===== src/rtl/mbox_channel_ctl.sv =====
// MBOX channel control: command-list fetch, CCW decode, data-word
// address generation and logout for NCH DMA channels.
module mbox_channel_ctl #(
    parameter int NCH = 8,
    parameter int AW  = 22
) (
    input  logic           mboxClk,
    input  logic           reset,
    input  logic [NCH-1:0] chStart,
    input  logic [NCH-1:0] chReq,
    input  logic           memAck,
    input  logic           memErr,
    input  logic [35:0]    memRData,
    output logic           memReq,
    output logic           memWrite,
    output logic [AW-1:0]  memAddr,
    output logic [35:0]    memWData,
    output logic [NCH-1:0] chGrant,
    output logic           chDataValid,
    output logic [AW-1:0]  chDataAddr,
    output logic           chReverse,
    output logic [NCH-1:0] chActive,
    output logic [NCH-1:0] chDone,
    output logic [NCH-1:0] chError
);

    localparam int CW = (NCH > 1) ? $clog2(NCH) : 1;

    typedef enum logic [2:0] {
        IDLE,
        ICP_RD,
        CCW_RD,
        STORE,
        DONE
    } state_t;

    state_t                     state_q, state_d;
    logic [CW-1:0]              cur_q, cur_d;
    logic [NCH-1:0]             pend_q, pend_d;
    logic [NCH-1:0]             act_q, act_d;
    logic [NCH-1:0]             err_q, err_d;
    logic [NCH-1:0][AW-1:0]     clp_q, clp_d;
    logic [NCH-1:0][10:0]       wc_q, wc_d;
    logic [NCH-1:0][AW-1:0]     da_q, da_d;
    logic [NCH-1:0]             halt_q, halt_d;
    logic [NCH-1:0]             rev_q, rev_d;
    logic                       mreq_q, mreq_d;
    logic                       mwr_q, mwr_d;
    logic [AW-1:0]              maddr_q, maddr_d;
    logic [35:0]                mwdata_q, mwdata_d;
    logic [NCH-1:0]             grant_q, grant_d;
    logic                       dvalid_q, dvalid_d;
    logic [AW-1:0]              daddr_q, daddr_d;
    logic                       drev_q, drev_d;

    logic                       ack;
    logic                       pany, rany;
    logic [CW-1:0]              psel, rsel;

    // Arbitration, FSM next state and all register updates
    always_comb begin
        state_d  = state_q;
        cur_d    = cur_q;
        pend_d   = pend_q;
        act_d    = act_q;
        err_d    = err_q;
        clp_d    = clp_q;
        wc_d     = wc_q;
        da_d     = da_q;
        halt_d   = halt_q;
        rev_d    = rev_q;
        mreq_d   = mreq_q;
        mwr_d    = mwr_q;
        maddr_d  = maddr_q;
        mwdata_d = mwdata_q;
        grant_d  = '0;
        dvalid_d = 1'b0;
        daddr_d  = '0;
        drev_d   = 1'b0;
        pany     = 1'b0;
        rany     = 1'b0;
        psel     = '0;
        rsel     = '0;
        ack      = memAck & mreq_q;

        // Downward scan so the lowest index is the one left selected
        for (int i = NCH - 1; i >= 0; i--) begin
            if (pend_q[i]) begin
                pany = 1'b1;
                psel = CW'(i);
            end
            if (chReq[i] && act_q[i] && (wc_q[i] != 11'd0)) begin
                rany = 1'b1;
                rsel = CW'(i);
            end
        end

        for (int i = 0; i < NCH; i++) begin
            if (chStart[i] && !act_q[i]) begin
                pend_d[i] = 1'b1;
                err_d[i]  = 1'b0;
            end
        end

        unique case (state_q)
            IDLE: begin
                if (pany) begin
                    cur_d        = psel;
                    pend_d[psel] = 1'b0;
                    state_d      = ICP_RD;
                end else if (rany) begin
                    grant_d[rsel] = 1'b1;
                    dvalid_d      = 1'b1;
                    daddr_d       = da_q[rsel];
                    drev_d        = rev_q[rsel];
                    da_d[rsel]    = rev_q[rsel] ? da_q[rsel] - AW'(1)
                                                : da_q[rsel] + AW'(1);
                    wc_d[rsel]    = wc_q[rsel] - 11'd1;
                    if (wc_q[rsel] == 11'd1) begin
                        cur_d = rsel;
                        if (halt_q[rsel]) begin
                            state_d = STORE;
                        end else begin
                            clp_d[rsel] = clp_q[rsel] + AW'(1);
                            state_d     = CCW_RD;
                        end
                    end
                end
            end
            ICP_RD: begin
                if (!mreq_q) begin
                    mreq_d   = 1'b1;
                    mwr_d    = 1'b0;
                    maddr_d  = AW'({cur_q, 2'b00});
                    mwdata_d = '0;
                end else if (ack) begin
                    mreq_d = 1'b0;
                    if (memErr) begin
                        err_d[cur_q] = 1'b1;
                        state_d      = STORE;
                    end else begin
                        clp_d[cur_q] = memRData[AW-1:0];
                        act_d[cur_q] = 1'b1;
                        state_d      = CCW_RD;
                    end
                end
            end
            CCW_RD: begin
                if (!mreq_q) begin
                    mreq_d   = 1'b1;
                    mwr_d    = 1'b0;
                    maddr_d  = clp_q[cur_q];
                    mwdata_d = '0;
                end else if (ack) begin
                    mreq_d = 1'b0;
                    if (memErr) begin
                        err_d[cur_q] = 1'b1;
                        state_d      = STORE;
                    end else if (memRData[35]) begin
                        wc_d[cur_q]   = memRData[32:22];
                        da_d[cur_q]   = memRData[AW-1:0];
                        halt_d[cur_q] = memRData[34];
                        rev_d[cur_q]  = memRData[33];
                        if (memRData[32:22] != 11'd0) begin
                            state_d = IDLE;
                        end else if (memRData[34]) begin
                            state_d = STORE;
                        end else begin
                            clp_d[cur_q] = clp_q[cur_q] + AW'(1);
                        end
                    end else if (memRData[34]) begin
                        clp_d[cur_q] = memRData[AW-1:0];
                    end else begin
                        state_d = STORE;
                    end
                end
            end
            STORE: begin
                if (!mreq_q) begin
                    mreq_d   = 1'b1;
                    mwr_d    = 1'b1;
                    maddr_d  = AW'({cur_q, 2'b01});
                    mwdata_d = {1'b1, err_q[cur_q], 1'b0,
                                wc_q[cur_q], clp_q[cur_q]};
                end else if (ack) begin
                    mreq_d  = 1'b0;
                    mwr_d   = 1'b0;
                    state_d = DONE;
                end
            end
            DONE: begin
                act_d[cur_q] = 1'b0;
                state_d      = IDLE;
            end
            default: state_d = IDLE;
        endcase
    end

    // State and per-channel registers
    always_ff @(posedge mboxClk or posedge reset) begin
        if (reset) begin
            state_q  <= IDLE;
            cur_q    <= '0;
            pend_q   <= '0;
            act_q    <= '0;
            err_q    <= '0;
            clp_q    <= '0;
            wc_q     <= '0;
            da_q     <= '0;
            halt_q   <= '0;
            rev_q    <= '0;
            mreq_q   <= 1'b0;
            mwr_q    <= 1'b0;
            maddr_q  <= '0;
            mwdata_q <= '0;
            grant_q  <= '0;
            dvalid_q <= 1'b0;
            daddr_q  <= '0;
            drev_q   <= 1'b0;
        end else begin
            state_q  <= state_d;
            cur_q    <= cur_d;
            pend_q   <= pend_d;
            act_q    <= act_d;
            err_q    <= err_d;
            clp_q    <= clp_d;
            wc_q     <= wc_d;
            da_q     <= da_d;
            halt_q   <= halt_d;
            rev_q    <= rev_d;
            mreq_q   <= mreq_d;
            mwr_q    <= mwr_d;
            maddr_q  <= maddr_d;
            mwdata_q <= mwdata_d;
            grant_q  <= grant_d;
            dvalid_q <= dvalid_d;
            daddr_q  <= daddr_d;
            drev_q   <= drev_d;
        end
    end

    // Done pulse is the decoded DONE state for the channel in service
    always_comb begin
        chDone = '0;
        if (state_q == DONE) begin
            chDone[cur_q] = 1'b1;
        end
    end

    assign memReq      = mreq_q;
    assign memWrite    = mwr_q;
    assign memAddr     = maddr_q;
    assign memWData    = mwdata_q;
    assign chGrant     = grant_q;
    assign chDataValid = dvalid_q;
    assign chDataAddr  = daddr_q;
    assign chReverse   = drev_q;
    assign chActive    = act_q;
    assign chError     = err_q;

endmodule


===== config.mk =====
export PLATFORM = sky130hd
export DESIGN_NAME = mbox_channel_ctl
export DESIGN_NICKNAME = d
export VERILOG_FILES = /design/src/rtl/mbox_channel_ctl.sv
export SDC_FILE = /design/constraint.sdc
export NUM_CORES = 2
export LEC_CHECK = 0
export CORE_ASPECT_RATIO = 2
export CORE_MARGIN = 3
export CORE_UTILIZATION = 30
export CTS_CLUSTER_DIAMETER = 50
export CTS_CLUSTER_SIZE = 30
export DETAILED_ROUTE_END_ITERATION = 8
export SYNTH_ARGS = -nofsm -noshare
export SYNTH_HDL_FRONTEND = slang
export SYNTH_SLANG_ARGS = --single-unit

===== constraint.sdc =====
create_clock -name mboxClk -period 30.5 [get_ports mboxClk]
set_input_delay 4.575 -clock mboxClk [delete_from_list [all_inputs] [get_ports mboxClk]]
set_output_delay 4.575 -clock mboxClk [all_outputs]
set_load 0.01 [all_outputs]

==> qor.yml <==
run_status:
  violations: "DRC, capacitance limit, slew limit"
  outcome: "finished, violations left"
clock_network:
  cts_buffers: 49
  path_clk_slew_ns: 0.10
  ctsHoldBuffers: 0
  cts_setup_buffers: 0
  clockBufferDepth: 3
  ctsResizeCount: 0
  cts_tree: "yes"
  clock_sinks: 577
  worstSkewPairLatency_ns: 0.73
  cts_root_buffer: "clkbuf_16"
  ctsHtreeMaxLevel: 2
finish:
  drive_above_1_share_pct: 10.3
  fillers: 11744
  seq_area_sq_um: 14400
  final_core_utilization_pct: 35.2
  area_growth_pct: 16.3
  multi_input_area_sq_um: 19100
  layout.nets: 4031
synthesis:
  yosysWarnings: 0
  synthCells: 3925
  synth_nets: 4006
  yosysUniqueCellTypes: 93
  synth.avg_cell_area_sq_um: 8.81
  async_flop_share_pct: 100
  yosys_register_bits: 577
  yosysTopAreaCell: "dfrtp_1"
  synth_ff_type: "dfrtp_1"
  seq_area_frac_synth_pct: 41.8
  yosys.area.top_type_share_pct: 41.8
  netlist_area_sq_um: 34600
  synth_edf_count: 0
  synth.area.top_cells: "dfrtp_1 42%, o21ai_0 5.4%, nand2_1 4.9%"
critical_path:
  crit_top_cell: "a21o_1"
  cpMaxStageDelayCell: "a211oi_2"
  required_ns: 31.08
  endpoint_kind: "flip-flop"
  cp.arrival_ns: 11.48
  slowest_delay_ns: 1.14
  path_cells: "clkdlybuf4s50_1 -> nand2_1 -> a31oi_1 -> a211oi_2 -> o211ai_1 -> o22ai_1 -> a211o_1 -> inv_1 -> fa_1 -> a21o_1 -> a21o_1 -> a2111oi_0 -> nor3_1 -> a41o_1 -> o41ai_1 -> buf_4 -> o311ai_0 -> and3_1 -> a311o_1 -> a22oi_1 -> o21ai_0"
  crit_type: "input pin to flip-flop"
  crit_fanout: 21
  startpoint_type: "input pin"
  r2r_start: "wc_q[36]"
  critPathLaunch: "chReq[5]"
floorplan:
  core_sq_um: 114000
  die_x_um: 246
  ioPinCount: 172
  start_util_pct: 30.3
  row_count: 175
  die_area_sq_um: 120000
  die_h_um: 486
global_routing:
  grt_max_degree: 159
  grt_antenna_before_repair: 19
  gr-total-overflow: 0
  grt_pass1_vias: 37037
  grt_pass1_wl_um: 298000
  groute.usage.overall_pct: 35.6
min_path:
  hp-class: "flip-flop to flip-flop"
  hold_path_startpoint: "memAddr[6]"
timing:
  fmax_ghz: 0.0917
  finalCritPeriodShare_pct: 35.7
  finalCriticalPeriod_ns: 10.90
  rsz0062_at_grt: "no"
  clock_skew_ns: 0.0513
  setup_viol: 0
  maxSlewViolCount: 3
  fin_setup_tns_ns: 0
  tightest_slew_ns: 1.56
  finalHoldViolations: 0
  slew_headroom_pct: -4.87
job:
  drv_cap: 1
detailed_routing:
  dr.pass1.iters: 9
  drt-total-wl_um: 216000
  wire_per_inst_um: 39.2
  drc: 6
  vias_per_cell: 6.91
  vias: 38066
  drtIter0Drc: 5503
  ant_nets: 0
power:
  power_density_nw_per_um2: 113
  vdd_ir_drop_max_mv: 0.0597
  total_leakage_power_nw: 15.4
place:
  portBuffers: 170
  post-dp-hpwl_um: 146000
  gp_congestion: 1.11
-- sequential cells by signal (all words and copies together) (netlist names), named ones only --
name / flops
chDataValid: 1
chError: 8
state_q: 3
chDataAddr: 22
memReq: 1
pend_q: 8
memAddr: 22
chGrant: 8
clp_q: 176
wc_q: 88
memWrite: 1
memWData: 35
rev_q: 8
halt_q: 8
da_q: 176
chReverse: 1
cur_q: 3
-- worst max-delay path, delay by kind of cell --
kind	cells	cell delay [ns]
simple gates	3	0.79
compound gates	14	4.40
fa+ha+maj	1	0.60
buf+inv	3	1.06
-- synth_stat cells (all sizes together) (24+ instances only) --
master and number:
nor4 41, clkbuf 260, o211ai 93, mux2 30, a211oi 36, mux2i 76, ha 24, nand2 450
a21oi 193, nand3 68, a31oi 73, nor2 330, o21a 50, a22o 72, o21ai 386, nand4 45
xnor2 35, o22ai 181, a22oi 164, o221ai 82, or3 24, dfrtp 577, buf 85, and2 30
a32oi 110, a21o 26, o22a 39, inv 36, xor2 26, nor3 51
-- worst paths after layout --
check,slack (ns),cells past startpoint,end
min reg2reg,0.48,2,memAddr[6]
max in group asynchronous,22.81,5,cur_q[1]
min in group asynchronous,4.40,2,wc_q[47]
max,19.60,21,da_q[42]
max reg2reg,22.12,20,da_q[42]
min,0.48,2,memAddr[6]
-- power by group --
part | switching, W | total, W | internal [W]
Combinational | 0.00188 | 0.00265 | 0.000776
Sequential | 0.000229 | 0.00116 | 0.000932
Clock | 0.000399 | 0.000733 | 0.000334
-- stage by stage --
stage,instance area [sq um],instances,setup WS (ns),power (W),hold slack (ns)
final,40200,5507,19.60,0.00455,0.478
after global routing,40200,5499,19.28,0.00468,0.500
after CTS,40100,5492,19.74,0.00439,0.486
after detailed placement,38300,5400,19.06,0.00367,0.466
after global placement,38300,5400,19.09,0.00364,0.459
after floorplan,34600,3925,9.78,0.00259,0.442
-- layer usage --
layer,GRT usage (%),vias to the layer above,wire (um)
li1,-,15105,-
met3,11.2,1361,22900
met5,0.207,-,90
met4,36.2,8,29800
met2,56.3,3159,97000
met1,35.9,18433,66100
-- cells by family after synthesis --
kind of cell / share of synthesized area, %
compound gates: 32.6
other cells: 0.0108
flops: 41.8
fa+ha+maj: 0.927
xor+xnor: 1.57
mux: 4.02
simple gates: 14.6
buf+inv: 4.43
-- cells in the final DEF (no fill, tap or decap), types with 16 or more instances in the layout --
cell type	instances
nor2_1	305
clkbuf_16	49
o22ai_1	179
nand2_1	448
o21ai_0	367
o221ai_1	78
a211oi_1	31
mux2_2	29
nand2b_1	21
xor2_1	26
clkdlybuf4s50_1	170
dfrtp_1	574
a21oi_1	193
or3_1	23
o211ai_1	91
buf_4	145
nor2_2	16
a32oi_1	110
and3_1	17
a31oi_1	69
nor4_1	25
nand3_1	68
nor3_1	38
o21a_1	50
o22a_1	39
inv_1	33
mux2i_1	76
nand4_1	44
a22oi_1	163
ha_1	24
and2_1	29
a21o_1	26
a22o_1	72
xnor2_1	34
-- layout make-up --
type,count,share of cell area [%]
Clock buffer,50,3.06
Clock inverter,42,1.37
Inverter,36,0.355
Sequential cell,577,35.9
Timing Repair Buffer,319,7.07
Multi-Input combinational cell,2967,47.5
Tap cell,1504,4.68
Antenna cell,12,0.0747
(Power assumes the default switching activity.)
